`src/rtl/lsu_pkg.sv`:
```
// Shared types and constants for the load/store controller.
// Size encodings, FSM states and the split-access buffer layout.
package lsu_pkg;

  localparam int DW    = 32;
  localparam int ADDRW = 8;

  typedef enum logic [1:0] {
    SZ_B = 2'b00,
    SZ_H = 2'b01,
    SZ_W = 2'b10
  } size_e;

  typedef enum logic {
    IDLE   = 1'b0,
    SECOND = 1'b1
  } state_e;

  localparam logic [3:0] MASK_B = 4'b0001;
  localparam logic [3:0] MASK_H = 4'b0011;
  localparam logic [3:0] MASK_W = 4'b1111;

  // Everything the second half of a misaligned access needs, captured in the first cycle.
  typedef struct packed {
    logic [DW-1:0]    rdata;
    logic [7:0]       m8;
    logic [2*DW-1:0]  d64;
    logic [ADDRW-1:0] addr;
    logic [1:0]       off;
    logic [1:0]       size;
    logic             uns;
    logic             we;
  } split_t;

  function automatic logic [3:0] size_mask(input logic [1:0] size);
    case (size)
      SZ_B:    size_mask = MASK_B;
      SZ_H:    size_mask = MASK_H;
      SZ_W:    size_mask = MASK_W;
      default: size_mask = 4'b0000;
    endcase
  endfunction

endpackage

```
`src/rtl/lsu_align.sv`:
```
// Lane alignment: byte mask and write data shifted into lanes, and read data
// shifted down and sign/zero-extended according to size.
module lsu_align
  import lsu_pkg::*;
(
  input  logic [1:0]      size_i,
  input  logic [1:0]      off_i,
  input  logic            uns_i,
  input  logic [DW-1:0]   wdata_i,
  input  logic [2*DW-1:0] r64_i,
  output logic [7:0]      m8_o,
  output logic [2*DW-1:0] d64_o,
  output logic [DW-1:0]   rdata_o
);

  logic [DW-1:0] shifted;

  always_comb begin
    m8_o    = 8'(size_mask(size_i)) << off_i;
    d64_o   = {{DW{1'b0}}, wdata_i} << {off_i, 3'b000};
    shifted = DW'(r64_i >> {off_i, 3'b000});
    case (size_i)
      SZ_B:    rdata_o = {{24{~uns_i & shifted[7]}}, shifted[7:0]};
      SZ_H:    rdata_o = {{16{~uns_i & shifted[15]}}, shifted[15:0]};
      SZ_W:    rdata_o = shifted;
      default: rdata_o = '0;
    endcase
  end

endmodule

```
`src/rtl/lsu_ctrl.sv`:
```
// Load/store controller: byte-addressed requests to a word-addressed, byte-masked
// memory, splitting misaligned accesses into two back-to-back cycles.
module lsu_ctrl
  import lsu_pkg::*;
(
  input  logic             clk_i,
  input  logic             rst_ni,
  input  logic             req_valid_i,
  output logic             req_ready_o,
  input  logic             req_we_i,
  input  logic [1:0]       req_size_i,
  input  logic             req_unsigned_i,
  input  logic [31:0]      req_addr_i,
  input  logic [DW-1:0]    req_wdata_i,
  output logic             rsp_valid_o,
  output logic [DW-1:0]    rsp_rdata_o,
  output logic             rsp_err_o,
  output logic             mem_we_o,
  output logic [3:0]       mem_mask_o,
  output logic [ADDRW-1:0] mem_addr_o,
  output logic [DW-1:0]    mem_wdata_o,
  input  logic [DW-1:0]    mem_rdata_i
);

  state_e           state_q, state_d;
  split_t           buf_q, buf_d;
  logic             rsp_valid_q, rsp_valid_d;
  logic [DW-1:0]    rsp_rdata_q, rsp_rdata_d;
  logic             rsp_err_q, rsp_err_d;
  logic [ADDRW-1:0] last_addr_q, last_addr_d;
  logic [DW-1:0]    last_wdata_q, last_wdata_d;

  logic             in_second;
  logic [ADDRW-1:0] a_word;
  logic [1:0]       al_size, al_off;
  logic             al_uns;
  logic [2*DW-1:0]  r64;
  logic [7:0]       m8;
  logic [2*DW-1:0]  d64;
  logic [DW-1:0]    ext_rdata;
  logic             misaligned, err, mem_we;

  assign in_second = (state_q == SECOND);
  assign a_word    = req_addr_i[ADDRW+1:2];

  // In SECOND the aligner works on the buffered request so the load result spans both words.
  assign al_size = in_second ? buf_q.size : req_size_i;
  assign al_off  = in_second ? buf_q.off  : req_addr_i[1:0];
  assign al_uns  = in_second ? buf_q.uns  : req_unsigned_i;
  assign r64     = in_second ? {mem_rdata_i, buf_q.rdata} : {{DW{1'b0}}, mem_rdata_i};

  lsu_align u_align (
    .size_i  (al_size),
    .off_i   (al_off),
    .uns_i   (al_uns),
    .wdata_i (req_wdata_i),
    .r64_i   (r64),
    .m8_o    (m8),
    .d64_o   (d64),
    .rdata_o (ext_rdata)
  );

  assign misaligned = |m8[7:4];
  assign err = (req_size_i == 2'b11) || (|req_addr_i[31:ADDRW+2]) || (misaligned && (&a_word));

  // NOTE: every signal written here gets a default first, otherwise paths that skip an assignment infer latches.
  always_comb begin
    state_d     = state_q;
    buf_d       = buf_q;
    rsp_valid_d = 1'b0;
    rsp_rdata_d = '0;
    rsp_err_d   = 1'b0;
    mem_we      = 1'b0;
    mem_mask_o  = 4'b0000;
    mem_addr_o  = last_addr_q;
    mem_wdata_o = last_wdata_q;

    case (state_q)
      IDLE: begin
        if (req_valid_i) begin
          mem_addr_o  = a_word;
          mem_mask_o  = m8[3:0];
          mem_wdata_o = d64[DW-1:0];
          mem_we      = req_we_i && !err;
          if (misaligned && !err) begin
            state_d = SECOND;
            buf_d   = '{rdata: mem_rdata_i, m8: m8, d64: d64, addr: a_word,
                        off: req_addr_i[1:0], size: req_size_i,
                        uns: req_unsigned_i, we: req_we_i};
          end else begin
            rsp_valid_d = 1'b1;
            rsp_err_d   = err;
            rsp_rdata_d = (err || req_we_i) ? '0 : ext_rdata;
          end
        end
      end
      SECOND: begin
        mem_addr_o  = buf_q.addr + ADDRW'(1);
        mem_mask_o  = buf_q.m8[7:4];
        mem_wdata_o = buf_q.d64[2*DW-1:DW];
        mem_we      = buf_q.we;
        state_d     = IDLE;
        rsp_valid_d = 1'b1;
        rsp_rdata_d = buf_q.we ? '0 : ext_rdata;
      end
      default: state_d = IDLE;
    endcase

    last_addr_d  = mem_addr_o;
    last_wdata_d = mem_wdata_o;
  end

  assign mem_we_o    = mem_we && rst_ni;
  assign req_ready_o = (state_q == IDLE);
  assign rsp_valid_o = rsp_valid_q;
  assign rsp_rdata_o = rsp_rdata_q;
  assign rsp_err_o   = rsp_err_q;

  // NOTE: state is updated with non-blocking assignments so every register samples pre-edge values.
  always_ff @(posedge clk_i or negedge rst_ni) begin
    if (!rst_ni) begin
      state_q      <= IDLE;
      buf_q        <= '0;
      rsp_valid_q  <= 1'b0;
      rsp_rdata_q  <= '0;
      rsp_err_q    <= 1'b0;
      last_addr_q  <= '0;
      last_wdata_q <= '0;
    end else begin
      state_q      <= state_d;
      buf_q        <= buf_d;
      rsp_valid_q  <= rsp_valid_d;
      rsp_rdata_q  <= rsp_rdata_d;
      rsp_err_q    <= rsp_err_d;
      last_addr_q  <= last_addr_d;
      last_wdata_q <= last_wdata_d;
    end
  end

endmodule
```
`config.mk`:
```
export PLATFORM = sky130hd
export DESIGN_NAME = lsu_ctrl
export DESIGN_NICKNAME = d
export VERILOG_FILES = /design/src/rtl/lsu_pkg.sv /design/src/rtl/lsu_align.sv /design/src/rtl/lsu_ctrl.sv
export SDC_FILE = /design/constraint.sdc
export NUM_CORES = 1
export LEC_CHECK = 0
export ABC_CLOCK_PERIOD_IN_PS = 5500
export CORE_MARGIN = 2
export CORE_UTILIZATION = 47
export DETAILED_ROUTE_END_ITERATION = 8
export GPL_TIMING_DRIVEN = 0
export PLACE_DENSITY = 0.82
export SLEW_MARGIN = 10
export SYNTH_ARGS = -nofsm -noshare
export SYNTH_HDL_FRONTEND = slang
export SYNTH_HIERARCHICAL = 1
export SYNTH_SLANG_ARGS = --single-unit
```
`constraint.sdc`:
```
create_clock -name clk_i -period 5.5 [get_ports clk_i]
set_clock_uncertainty 0.15 [all_clocks]
set_input_delay 1.1 -clock clk_i [delete_from_list [all_inputs] [get_ports clk_i]]
set_output_delay 1.1 -clock clk_i [all_outputs]
set_load 0.01 [all_outputs]
```
==> metrics.cfg <==
[sta]
rsz0062_at_grt = no
finalHoldViolations = 0
period_share_pct = 97.6
max_freq_mhz = 186
setup-violations-final = 0
worst-slew-pin-transition_ps = 729
whs_ps = 358
drv_slew = 0
layout_min_cycle_time_ps = 5370
finalSetupTns_ps = 0
slew_headroom_pct = 51.4

[worst_setup_path]
crit_type = input port to output pin
endpoint_kind = output pin
crit_required_ps = 4250
path_cells = clkdlybuf4s50_1 -> mux2_2 -> buf_6 -> buf_4 -> buf_4 -> clkbuf_4 -> a21oi_2 -> a21oi_2 -> nor4_4 -> o31ai_1 -> or4_2 -> a21boi_2 -> clkbuf_2
path_buf_inv = 6
crit_path_top_delay_cell = or4_2
critPathTopFamily = buffers and inverters
crit_path_max_incr_delay_ps = 560
r2r_slack_ps = 1540
startpoint_type = input port
cp_max_fo = 10
arrival_ps = 4120

[detailed_routing]
drt-pass1-iter-count = 5
drtAntennaViolNets = 0
vias = 7301
drt_iter0_markers = 602
wl_mm = 26.9
wl_per_cell_um = 20.7
route.detailed.drc = 0
avgViaCountPerCell = 5.62

[cells_and_area]
stdcell_count = 1299
synthToLayoutAreaGrowth_pct = 29.2
drive_gt1_share_pct = 24.9
antenna_cells = 0
nets = 1125
final_util_pct = 61.6

[hold_path]
hp-class = flip-flop to flip-flop

[global_route]
grt.total_usage_pct = 25.6
grt_max_degree = 99
top_usage_layer = met2
antenna_found_initial = 0
grt_first_pass_wirelength_mm = 42.8
grt_util_met3_pct = 6.15
overflow = 0
grt_use_met1_pct = 35.7
met2_usage_pct = 40.0
grt_pass1_vias = 7436

[power]
power.total_uw = 2810
vdd_drop_max_mv = 0.233
leakage_uw = 0.00535
power_density_nw_per_um2 = 226

[floorplanning]
dieWidth_um = 147
rows = 52
pin_count = 183
die-area_um2 = 21600
die_h_um = 147
core_area_um2 = 20200
start_util_pct = 47.6

[place]
portBuffers = 182
place_inst = 1269
globalplace.congestion = 0.966
dpl.hpwl_mm = 20.3

[cts]
clk_pin_slew_ps = 60
cts_made_buffers = 17
cts_tree = built
clock_sinks = 157
cts_max_level = 4
cts_buffer_depth = 2
root_buffer = clkbuf_16
clk_latency_ps = 420
cts.hold.buffers_added = 0

[job]
max-cap-violations = 0

[logic_synthesis]
netlist_instances = 808
syn-mean-instance-area_um2 = 11.9
netlist_area_um2 = 9610
yosysWarnings = 6

[outcome]
status = completed

-- final timing paths --
kind                                         from                       end  cells after the start
max in group asynchronous                  rst_ni     buf_q[58]$_DFFE_PN0P_                      2
min reg2reg                buf_q[114]$_DFFE_PN0P_    buf_q[114]$_DFFE_PN0P_                      1
min in group asynchronous                  rst_ni    buf_q[114]$_DFFE_PN0P_                      1
min                        buf_q[114]$_DFFE_PN0P_    buf_q[114]$_DFFE_PN0P_                      1
max reg2reg                   in_second$_DFF_PN0_  rsp_rdata_o[1]$_DFF_PN0_                     14
max                                 req_addr_i[1]                  mem_we_o                     13
-- cells in the final DEF, fill, tap and decap left out, drive strengths merged, types with 2 or more instances in the layout --
cell and instances:
nand4 3, conb 9, nand3 2, nand2b 2
o31ai 2, nor4 8, a31oi 16, clkdlybuf4s50 180
a21oi 25, clkinv 3, clkinvlp 3, or4 2
mux2i 64, a21boi 33, o21ai 46, a22o 11
xor2 2, nor2b 24, nor2 23, mux2 127
xnor2 4, and3 10, mux4 32, dfrtp 157
clkbuf 42, inv 12, and2 33, a211oi 6
buf 56, nand2 77, nor3 4, ha 5
-- where the power goes --
group,internal [uW],switching [uW]
combinational,251,241
clock,599,521
sequential,1190,8.84
total,2040,771
-- layout make-up --
class | instances | area, um2
clock inverter | 13 | 108
buffer | 76 | 572
multi-input combinational | 576 | 5160
fill | 1641 | 7750
clock buffer | 18 | 439
inverter | 5 | 18.8
sequential | 157 | 3930
tap | 270 | 338
timing repair buffer | 184 | 1860
-- flip-flops by register name, summed over array words and instances, names as in the netlist --
| register | count |
|---|---|
| buf_q | 82 |
| last_wdata_q | 32 |
| rsp_rdata_o | 32 |
| last_addr_q | 8 |
| in_second | 1 |
| rsp_err_o | 1 |
| rsp_valid_o | 1 |
-- metrics by stage --
step	worst slack (ps)	area [um2]
final	131	12400
after global routing	1.55	12400
after CTS	43.0	12400
after detailed placement	-700	11800
after global placement	-3620	11800
after floorplan	807	9640
-- routing by layer --
| layer | vias to the layer above | wire [um] |
|---|---|---|
| li1 | 3312 | - |
| met1 | 3627 | 11800 |
| met2 | 326 | 12400 |
| met3 | 36 | 2050 |
| met4 | 0 | 631 |
| met5 | - | 0 |
-- timing repair --
| item | in CTS | in global routing |
|---|---|---|
| setup endpoints to repair | 12 | 2 |
| buffers inserted | 1 | 0 |
| resized for setup | 10 | 11 |
| pin swaps | 1 | 1 |
-- worst register-to-register path: stages, from the launching register on --
cell and delay (ps):
dfrtp_2 510, buf_2 290, mux2_2 400, buf_6 160, buf_4 190, buf_4 210
buf_4 190, nor2_2 130, a21oi_2 70, nor4_4 360, buf_4 190, nand2b_1 50
or4_4 600, buf_6 180, a21boi_1 200
(Power assumes the default switching activity.)
